--- config.mk ---
export PLATFORM = sky130hd
export DESIGN_NAME = fpadder_feeder
export DESIGN_NICKNAME = d
export VERILOG_FILES = /design/src/rtl/fpadder_feeder.sv
export SDC_FILE = /design/constraint.sdc
export NUM_CORES = 1
export LEC_CHECK = 0
export ABC_CLOCK_PERIOD_IN_PS = 1680
export CAP_MARGIN = 20
export CORE_ASPECT_RATIO = 0.6
export CORE_MARGIN = 2
export CORE_UTILIZATION = 41
export CTS_BUF_LIST = sky130_fd_sc_hd__clkbuf_8
export DETAILED_ROUTE_END_ITERATION = 8
export PLACE_DENSITY = 0.78
export SLEW_MARGIN = 20
export SYNTH_ARGS = -nofsm -noshare
export SYNTH_HDL_FRONTEND = slang
export SYNTH_SLANG_ARGS = --single-unit
--- constraint.sdc ---
create_clock -name clock -period 1.68 [get_ports clock]
set_input_delay 0.504 -clock clock [delete_from_list [all_inputs] [get_ports clock]]
set_output_delay 0.504 -clock clock [all_outputs]
set_load 0.01 [all_outputs]
--- src/rtl/fpadder_feeder.sv ---
// rtl/fpadder_feeder.sv - serialises operand pairs onto the serial-operand fpadder and holds its result
module fpadder_feeder #(
  parameter int TAG_W   = 4,
  parameter int TIMEOUT = 64,
  parameter int CNT_W   = 16
) (
  input  logic             clock,
  input  logic             reset,
  input  logic             in_valid,
  output logic             in_ready,
  input  logic [31:0]      in_a,
  input  logic [31:0]      in_b,
  input  logic [TAG_W-1:0] in_tag,
  output logic [31:0]      fp_a,
  input  logic             fp_ready,
  input  logic [31:0]      fp_sum,
  output logic             res_valid,
  input  logic             res_ready,
  output logic [31:0]      res_sum,
  output logic [TAG_W-1:0] res_tag,
  output logic             res_err,
  output logic             busy,
  output logic [CNT_W-1:0] job_count
);

  localparam int TMR_W = $clog2(TIMEOUT);
  localparam logic [TMR_W-1:0] TMR_LAST = TMR_W'(TIMEOUT - 1);

  typedef enum logic [1:0] {
    S_IDLE,
    S_LOAD_A,
    S_LOAD_B,
    S_BUSY
  } state_t;

  state_t             state_q, state_d;
  logic [31:0]        fp_a_q, fp_a_d;
  logic [31:0]        b_q, b_d;
  logic [TAG_W-1:0]   tag_q, tag_d;
  logic [TMR_W-1:0]   timer_q, timer_d;
  logic               res_valid_q, res_valid_d;
  logic [31:0]        res_sum_q, res_sum_d;
  logic [TAG_W-1:0]   res_tag_q, res_tag_d;
  logic               res_err_q, res_err_d;
  logic [CNT_W-1:0]   job_count_q, job_count_d;
  logic               accept;

  // Accept only while the adder sits in its start state, so A lands exactly in its loada cycle
  assign in_ready  = (state_q == S_IDLE) & fp_ready & ~res_valid_q;
  assign accept    = in_valid & in_ready;

  assign fp_a      = fp_a_q;
  assign res_valid = res_valid_q;
  assign res_sum   = res_sum_q;
  assign res_tag   = res_tag_q;
  assign res_err   = res_err_q;
  assign busy      = (state_q != S_IDLE);
  assign job_count = job_count_q;

  // State and result registers; reset drops any in-flight job without producing a result
  always_ff @(posedge clock) begin
    if (reset) begin
      state_q     <= S_IDLE;
      fp_a_q      <= '0;
      b_q         <= '0;
      tag_q       <= '0;
      timer_q     <= '0;
      res_valid_q <= 1'b0;
      res_sum_q   <= '0;
      res_tag_q   <= '0;
      res_err_q   <= 1'b0;
      job_count_q <= '0;
    end else begin
      state_q     <= state_d;
      fp_a_q      <= fp_a_d;
      b_q         <= b_d;
      tag_q       <= tag_d;
      timer_q     <= timer_d;
      res_valid_q <= res_valid_d;
      res_sum_q   <= res_sum_d;
      res_tag_q   <= res_tag_d;
      res_err_q   <= res_err_d;
      job_count_q <= job_count_d;
    end
  end

  // Next-state: walk A then B onto the adder input in lock-step with its FSM, then wait for the sum
  always_comb begin
    state_d     = state_q;
    fp_a_d      = fp_a_q;
    b_d         = b_q;
    tag_d       = tag_q;
    timer_d     = timer_q;
    res_valid_d = res_valid_q;
    res_sum_d   = res_sum_q;
    res_tag_d   = res_tag_q;
    res_err_d   = res_err_q;
    job_count_d = job_count_q;

    if (res_valid_q && res_ready) begin
      res_valid_d = 1'b0;
    end

    case (state_q)
      S_IDLE: begin
        if (accept) begin
          fp_a_d  = in_a;
          b_d     = in_b;
          tag_d   = in_tag;
          state_d = S_LOAD_A;
        end else begin
          // Idle adder keeps cycling on 0+0; those sums are never captured
          fp_a_d = '0;
        end
      end
      S_LOAD_A: begin
        fp_a_d  = b_q;
        state_d = S_LOAD_B;
      end
      S_LOAD_B: begin
        fp_a_d  = '0;
        timer_d = '0;
        state_d = S_BUSY;
      end
      S_BUSY: begin
        timer_d = timer_q + TMR_W'(1);
        if (fp_ready) begin
          res_sum_d   = fp_sum;
          res_tag_d   = tag_q;
          res_err_d   = 1'b0;
          res_valid_d = 1'b1;
          job_count_d = job_count_q + CNT_W'(1);
          state_d     = S_IDLE;
        end else if (timer_q == TMR_LAST) begin
          res_sum_d   = '0;
          res_tag_d   = tag_q;
          res_err_d   = 1'b1;
          res_valid_d = 1'b1;
          job_count_d = job_count_q + CNT_W'(1);
          state_d     = S_IDLE;
        end
      end
      default: state_d = S_IDLE;
    endcase
  end

endmodule

==> flow_results.xml, run 1 <==
<?xml version="1.0" encoding="UTF-8"?>
<metrics>
  <group name="route">
    <metric name="wl_per_cell" unit="um">16.3</metric>
    <metric name="final_antenna_net_count" unit="">0</metric>
    <metric name="drt_pre_antenna_iters" unit="">5</metric>
    <metric name="detail_route.vias_per_cell" unit="">5.40</metric>
    <metric name="routed-wl-met2" unit="um">7680</metric>
    <metric name="drt_iter0_markers" unit="">301</metric>
    <metric name="via_count" unit="">5440</metric>
    <metric name="drc" unit="">0</metric>
    <metric name="topRoutingLayerUsed" unit="">met4</metric>
    <metric name="routedLengthMet1" unit="um">7570</metric>
    <metric name="routed_wirelength" unit="um">16400</metric>
    <metric name="met3_length" unit="um">973</metric>
  </group>
  <group name="cts">
    <metric name="cts.reportedPaths.clkPinSlew" unit="ns">0.07</metric>
    <metric name="clkLatencyLatePin" unit="ns">0.43</metric>
    <metric name="tritoncts" unit="">built</metric>
    <metric name="root_buffer" unit="">clkbuf_8</metric>
    <metric name="post_cts_hold_buffer_count" unit="">0</metric>
    <metric name="cts.htree.levels" unit="">4</metric>
    <metric name="clock_sink_count" unit="">130</metric>
    <metric name="max-clock-path-buffers" unit="">2</metric>
    <metric name="tritoncts.num_buffers" unit="">17</metric>
  </group>
  <group name="synthesis">
    <metric name="synth_top_area_cell" unit="">dfxtp_1</metric>
    <metric name="synth_compound_area_share" unit="%">18.1</metric>
    <metric name="yosysWarningCount" unit="">0</metric>
    <metric name="synth_nets" unit="">739</metric>
    <metric name="ys_async_sr_fraction" unit="%">0</metric>
    <metric name="syn_area_per_cell" unit="um2">8.35</metric>
    <metric name="yosysSeqAreaShare" unit="%">49.8</metric>
    <metric name="ys_top_cells_by_area" unit="">dfxtp_1 50%, a21oi_1 9.1%, nand2_1 8.9%</metric>
    <metric name="postSynthCellCount" unit="">626</metric>
    <metric name="synth_simple_gate_area_share" unit="%">25.2</metric>
    <metric name="synth_area" unit="mm2">0.00523</metric>
    <metric name="synthAdderAreaFrac" unit="%">1.92</metric>
    <metric name="synth_top_family_by_area" unit="">simple AND/OR/NAND/NOR gates</metric>
    <metric name="synthMuxAreaShare" unit="%">0.192</metric>
    <metric name="synth_edf_count" unit="">0</metric>
    <metric name="most_instantiated_library_cell_after_synthesis" unit="">dfxtp_1</metric>
    <metric name="synth.ff_latch_count" unit="">130</metric>
    <metric name="synth_xor_xnor_area_share" unit="%">0.168</metric>
    <metric name="yosys-top-cells-count" unit="">130 x dfxtp_1, 124 x nand2_1, 95 x a21oi_1, 44 x clkbuf_1, 39 x nand3_1</metric>
    <metric name="netlist.area_leader.share" unit="%">49.8</metric>
    <metric name="postSynth.topFlopCell" unit="">dfxtp_1</metric>
    <metric name="synth_cell_type_count" unit="">36</metric>
  </group>
  <group name="timing">
    <metric name="clock.fmax" unit="MHz">556</metric>
    <metric name="finalWorstPathRequiredPeriod" unit="ns">1.80</metric>
    <metric name="skew" unit="ns">0.0187</metric>
    <metric name="slew_headroom" unit="%">76.9</metric>
    <metric name="final_count_of_pins_violating_max_slew" unit="">0</metric>
    <metric name="max_slew.worst_pin.slew" unit="ns">0.347</metric>
    <metric name="setup_viol" unit="">8</metric>
    <metric name="postLayoutSetupSlackWorst" unit="ns">-0.120</metric>
    <metric name="hold-worst-slack" unit="ns">0.459</metric>
    <metric name="rsz0062_at_grt" unit="">yes</metric>
    <metric name="timing.final.crit_share" unit="%">107</metric>
    <metric name="report.final.hold_viol_count" unit="">0</metric>
  </group>
  <group name="final_layout">
    <metric name="syn2layout_area_growth" unit="%">57.6</metric>
    <metric name="final_core_area_utilization" unit="%">67.2</metric>
    <metric name="num-fill-cells" unit="">985</metric>
    <metric name="design.final.nets" unit="">942</metric>
    <metric name="drive_above_1_share" unit="%">17.0</metric>
    <metric name="stdcell_count" unit="">1007</metric>
    <metric name="antenna_cells" unit="">0</metric>
  </group>
  <group name="critical_path">
    <metric name="start_kind" unit="">flip-flop</metric>
    <metric name="worst_case_reg_to_reg_path_depth" unit="">5</metric>
    <metric name="capture_point_of_the_worst_reg_to_reg_path" unit="">job_count[8]$_SDFFE_PP0P_</metric>
    <metric name="setup.worst_path.class" unit="">reg2out</metric>
    <metric name="path_max_fanout" unit="">4</metric>
    <metric name="end_kind" unit="">primary output</metric>
    <metric name="regToRegSetupSlack" unit="ns">-0.11</metric>
    <metric name="cp_data_arrival_time" unit="ns">1.30</metric>
    <metric name="worst_ep_required_time" unit="ns">1.18</metric>
    <metric name="critical_path.reg2reg.startpoint" unit="">state_q[0]$_SDFFE_PP0P_</metric>
  </group>
  <group name="worst_hold_path">
    <metric name="hold_end" unit="">b_q[8]$_SDFFE_PP0P_</metric>
    <metric name="min_path_type" unit="">reg2reg</metric>
    <metric name="worst_hold_path.num_cells" unit="">2</metric>
    <metric name="timing.hold.worst.start" unit="">b_q[8]$_SDFFE_PP0P_</metric>
  </group>
  <group name="die">
    <metric name="die_y" unit="um">91.4</metric>
    <metric name="floorplan.rows" unit="">31</metric>
    <metric name="start_util" unit="%">42.6</metric>
    <metric name="core_region_area" unit="mm2">0.0123</metric>
    <metric name="die_width" unit="um">150</metric>
    <metric name="design.portCount" unit="">193</metric>
    <metric name="dieArea" unit="mm2">0.0137</metric>
  </group>
  <group name="global_route">
    <metric name="grt_antenna_before_repair" unit="">0</metric>
    <metric name="overall_fraction_of_global_route_tracks_in_use" unit="%">24.3</metric>
    <metric name="grt_start_max_net_pins" unit="">65</metric>
    <metric name="grt_pass1_vias" unit="">5378</metric>
    <metric name="first_pass_grt_wire_length" unit="um">26800</metric>
    <metric name="grt_overflow_total" unit="">0</metric>
  </group>
  <group name="placed_design">
    <metric name="numPortBuffers" unit="">192</metric>
    <metric name="pre_cts_slack" unit="ns">-0.611</metric>
    <metric name="dpl.cell_count" unit="">965</metric>
    <metric name="finalWeightedCongestion" unit="">0.815</metric>
    <metric name="dpl.hpwl" unit="um">11000</metric>
  </group>
  <group name="pwr">
    <metric name="switching_share" unit="%">31.3</metric>
    <metric name="switchingPower" unit="mW">2.71</metric>
    <metric name="power.combinational.fraction" unit="%">29.9</metric>
    <metric name="p_int" unit="mW">5.94</metric>
    <metric name="irDropWorstVdd" unit="uV">628</metric>
    <metric name="sequentialPowerShare" unit="%">41.3</metric>
    <metric name="powerDensity" unit="mW/mm2">1050</metric>
    <metric name="leakagePower" unit="nW">3.32</metric>
    <metric name="power.share.clock" unit="%">28.8</metric>
  </group>
  <group name="flow_run">
    <metric name="max_capacitance_violation_count" unit="">0</metric>
  </group>
  <group name="run_status">
    <metric name="outcome" unit="">finished with violations</metric>
    <metric name="violations" unit="">setup timing</metric>
  </group>
</metrics>
==> final cells by class <==
class	instances	area [um2]	share of cell area [%]
clock buffer	19	262	3.17
clock inverter	13	113	1.37
inverter	7	28.8	0.349
multi-input combinational	436	2670	32.4
sequential	130	2620	31.8
tap	165	206	2.51
timing repair buffer	237	2340	28.4
==> worst max-delay path, stage by stage (launching register included) <==
cell and delay (ns):
dfxtp_4 0.37, inv_4 0.07, ha_4 0.15, nand2_2 0.06, nor2_2 0.09, buf_2 0.14
==> power by group through the flow <==
stage               sequential [mW]  clock, mW  combinational, mW
floorplan                      3.66          0               1.03
global placement               3.60          0               2.19
detailed placement             3.62          0               2.26
CTS                            3.56       2.55               2.46
global route                   3.61       2.71               2.79
finish                         3.57       2.49               2.59
==> worst max path at each step <==
stage | from | end | slack (ns) | cells after the start
3_3_place_gp | fp_ready | in_ready | -0.53 | 4
3_5_place_dp | fp_ready | job_count[13]$_SDFFE_PP0P_ | -0.61 | 6
6_report | state_q[0]$_SDFFE_PP0P_ | in_ready | -0.12 | 5
5_1_grt | state_q[0]$_SDFFE_PP0P_ | in_ready | -0.19 | 5
2_1_floorplan | state_q[0]$_SDFFE_PP0P_ | job_count[8]$_SDFFE_PP0P_ | 0.01 | 6
4_1_cts | state_q[1]$_SDFFE_PP0P_ | in_ready | -0.16 | 5
==> per-layer routing <==
metal / up-vias / track usage, %
met4: 0 / 6.84
met2: 194 / 39.3
met1: 2616 / 33.1
li1: 2614 / -
met3: 16 / 4.72
met5: - / 0
==> sequential cells by signal (all words and copies together) (netlist names) <==
name / count
timer_q: 6
tag_q: 4
job_count: 16
fp_a: 32
res_sum: 32
res_err: 1
b_q: 32
state_q: 2
res_valid: 1
res_tag: 4
==> per-stage QoR <==
stage | total power [mW] | TNS, ns | area [um2]
finish | 8.66 | -0.683 | 8240
global placement | 5.80 | -41.61 | 7550
detailed placement | 5.88 | -48.63 | 7550
CTS | 8.56 | -2.12 | 8040
floorplan | 4.69 | 0 | 5230
global route | 9.10 | -1.34 | 8240
==> cell families after synthesis <==
kind of cell / count (synthesis)
simple gates: 271
compound gates: 154
flops: 130
buf+inv: 61
fa+ha+maj: 8
xor+xnor: 1
mux: 1
==> cell usage in the layout (no fill, tap or decap), types with 3 or more instances in the layout <==
cell type	count
nand3_1	39
or4_4	4
a221oi_2	23
buf_4	29
dfxtp_2	9
inv_1	5
ha_2	3
nor3_1	32
nor2_1	7
o21ai_0	12
clkbuf_8	19
buf_12	11
nor2b_1	32
or3_1	4
clkinv_4	4
nand2_1	123
a21oi_1	91
a221oi_1	8
clkdlybuf4s50_1	102
ha_1	4
dfxtp_1	119
o31ai_1	6
a21oi_2	3
nand4b_1	5
and2_1	3
or4_1	3
clkinv_2	4
dlygate4sd2_1	86
buf_6	5
==> repair_timing <==
item / 4_1_cts / 5_1_grt
setup endpoints to repair: 135 / 95
endpoints found under the hold margin: 0 / 0
pin swaps: 16 / 21
cloned: 3 / 0
buffers inserted: 2 / 5
resized for setup: 130 / 35
Power figures use the tool's default switching activity.
==> run 2, diff against run 1 <==
ABC_CLOCK_PERIOD_IN_PS = 1600   (was 1680)
clock period = 1.6 ns   (was 1.68 ns; I/O delays follow)
==> flow_results.xml, run 2 (synthesized netlist as in run 1, its figures left out) <==
<?xml version="1.0" encoding="UTF-8"?>
<metrics>
  <group name="run_status">
    <metric name="outcome" unit="">finished with violations</metric>
    <metric name="violations" unit="">setup timing</metric>
  </group>
  <group name="global_route">
    <metric name="first_pass_grt_wire_length" unit="um">31200</metric>
    <metric name="grt_pass1_vias" unit="">5988</metric>
    <metric name="grt_overflow_total" unit="">0</metric>
    <metric name="grt_antenna_before_repair" unit="">1</metric>
    <metric name="overall_fraction_of_global_route_tracks_in_use" unit="%">29.2</metric>
    <metric name="grt_start_max_net_pins" unit="">65</metric>
  </group>
  <group name="cts">
    <metric name="max-clock-path-buffers" unit="">2</metric>
    <metric name="cts.htree.levels" unit="">4</metric>
    <metric name="tritoncts.num_buffers" unit="">17</metric>
    <metric name="root_buffer" unit="">clkbuf_8</metric>
    <metric name="clkLatencyLatePin" unit="ns">0.44</metric>
    <metric name="cts.reportedPaths.clkPinSlew" unit="ns">0.08</metric>
    <metric name="clock_sink_count" unit="">130</metric>
    <metric name="post_cts_hold_buffer_count" unit="">0</metric>
    <metric name="tritoncts" unit="">built</metric>
  </group>
  <group name="timing">
    <metric name="slew_headroom" unit="%">69.2</metric>
    <metric name="clock.fmax" unit="MHz">539</metric>
    <metric name="finalWorstPathRequiredPeriod" unit="ns">1.86</metric>
    <metric name="max_slew.worst_pin.slew" unit="ns">0.463</metric>
    <metric name="rsz0062_at_grt" unit="">yes</metric>
    <metric name="skew" unit="ns">0.0157</metric>
    <metric name="final_count_of_pins_violating_max_slew" unit="">0</metric>
    <metric name="tns" unit="ns">-7.29</metric>
    <metric name="hold-worst-slack" unit="ns">0.469</metric>
    <metric name="report.final.hold_viol_count" unit="">0</metric>
    <metric name="timing.final.crit_share" unit="%">116</metric>
    <metric name="setup_viol" unit="">94</metric>
    <metric name="postLayoutSetupSlackWorst" unit="ns">-0.256</metric>
  </group>
  <group name="placed_design">
    <metric name="finalWeightedCongestion" unit="">0.911</metric>
    <metric name="postPlaceCellArea" unit="mm2">0.00762</metric>
    <metric name="dpl.cell_count" unit="">976</metric>
    <metric name="numPortBuffers" unit="">192</metric>
    <metric name="dpl.hpwl" unit="um">11900</metric>
  </group>
  <group name="final_layout">
    <metric name="layout.cells.most_common_list" unit="">104 x dfxtp_1, 102 x clkdlybuf4s50_1, 80 x nand2_1, 69 x a21oi_2, 34 x dlygate4sd2_1</metric>
    <metric name="drive_above_1_share" unit="%">44.4</metric>
    <metric name="syn2layout_area_growth" unit="%">91.3</metric>
    <metric name="final_cell_area" unit="mm2">0.00999</metric>
    <metric name="stdcell_count" unit="">1048</metric>
    <metric name="final_common_cell" unit="">dfxtp_1</metric>
    <metric name="design.final.nets" unit="">982</metric>
    <metric name="final_core_area_utilization" unit="%">81.5</metric>
  </group>
  <group name="critical_path">
    <metric name="cell_occurring_most_often_along_the_worst_timing_path" unit="">buf_6</metric>
    <metric name="critPathMaxStageDelay" unit="ns">0.44</metric>
    <metric name="cp_data_arrival_time" unit="ns">2.21</metric>
    <metric name="path_max_fanout" unit="">5</metric>
    <metric name="regToRegSetupSlack" unit="ns">-0.26</metric>
    <metric name="worst_ep_required_time" unit="ns">1.96</metric>
    <metric name="start_kind" unit="">flip-flop</metric>
    <metric name="setup.worst_path.class" unit="">reg2reg</metric>
    <metric name="crit_slowest_cell" unit="">or4_1</metric>
    <metric name="crit_chain" unit="">buf_6 -&gt; ha_4 -&gt; and4_4 -&gt; buf_6 -&gt; a31oi_4 -&gt; or4_1 -&gt; a21oi_1</metric>
    <metric name="end_kind" unit="">flip-flop</metric>
  </group>
  <group name="die">
    <metric name="dieArea" unit="mm2">0.0137</metric>
    <metric name="design.portCount" unit="">193</metric>
    <metric name="die_width" unit="um">150</metric>
    <metric name="die_y" unit="um">91.4</metric>
    <metric name="core_region_area" unit="mm2">0.0123</metric>
    <metric name="floorplan.rows" unit="">31</metric>
    <metric name="start_util" unit="%">42.6</metric>
  </group>
  <group name="route">
    <metric name="drt_pre_antenna_iters" unit="">5</metric>
    <metric name="wl_per_cell" unit="um">22.8</metric>
    <metric name="drc" unit="">0</metric>
    <metric name="routed_wirelength" unit="um">23900</metric>
    <metric name="detail_route.vias_per_cell" unit="">5.90</metric>
    <metric name="drt_iter0_markers" unit="">585</metric>
    <metric name="via_count" unit="">6185</metric>
    <metric name="final_antenna_net_count" unit="">0</metric>
  </group>
  <group name="pwr">
    <metric name="powerDensity" unit="mW/mm2">1080</metric>
    <metric name="irDropWorstVdd" unit="uV">659</metric>
    <metric name="leakagePower" unit="nW">3.66</metric>
  </group>
  <group name="flow_run">
    <metric name="max_capacitance_violation_count" unit="">0</metric>
  </group>
  <group name="worst_hold_path">
    <metric name="min_path_type" unit="">reg2reg</metric>
  </group>
</metrics>
-- run 2: final timing paths --
kind / start / end / cells after the start
min reg2reg: res_tag[2]$_SDFFE_PP0P_ / res_tag[2]$_SDFFE_PP0P_ / 2
max reg2reg: state_q[0]$_SDFFE_PP0P_ / job_count[12]$_SDFFE_PP0P_ / 7
min: res_tag[2]$_SDFFE_PP0P_ / res_tag[2]$_SDFFE_PP0P_ / 2
max: state_q[0]$_SDFFE_PP0P_ / job_count[12]$_SDFFE_PP0P_ / 7
-- run 2: area by class of cell --
type	count	area (um2)
Antenna cell	1	2.50
Clock buffer	18	248
Clock inverter	14	178
Fill cell	578	2260
Inverter	7	31.3
Multi-Input combinational cell	436	3720
Sequential cell	130	2650
Tap cell	165	206
Timing Repair Buffer	277	2960
-- run 2: what timing repair did --
action,in CTS,in global routing
pin swaps,85,92
endpoints found under the setup margin,209,179
buffers inserted,19,8
gates cloned,9,8
gates resized for setup,247,302
-- run 2: power by group --
part           internal, mW  leakage [nW]  switching (mW)  total (mW)
combinational          2.01          2.38            1.93        3.94
clock                  1.61         0.208            1.46        3.06
sequential             3.55          1.07           0.276        3.83
total                  7.16          3.66            3.66        10.8
-- run 2: per-stage QoR --
stage	total power, mW	setup slack, ns
floorplan	4.96	-0.000815
global placement	6.07	-0.594
detailed placement	6.14	-0.766
CTS	9.44	-0.228
global route	11.2	-0.347
finish	10.8	-0.256
-- run 2: per-layer routing --
layer	up-vias	wire length (um)	GRT usage (%)
li1	2716	-	-
met1	3060	9620	36.8
met2	331	11600	48.4
met3	78	1760	7.09
met4	0	843	11.2
met5	-	0	0
-- run 2: worst max-delay path: cells and delay by family (launching register included) --
family                     cells  cell delay (ns)
AOI/OAI and AO/OA              2             0.30
adders and majority gates      1             0.15
DFF                            1             0.38
buffers and inverters          2             0.23
and+or+nand+nor                2             0.73
==> run 3, diff against run 2 <==
CTS_CLUSTER_SIZE = 10   (was default)
==> results of run 3 <==
The final DEF is identical to that of run 2; final timing and power are the same.
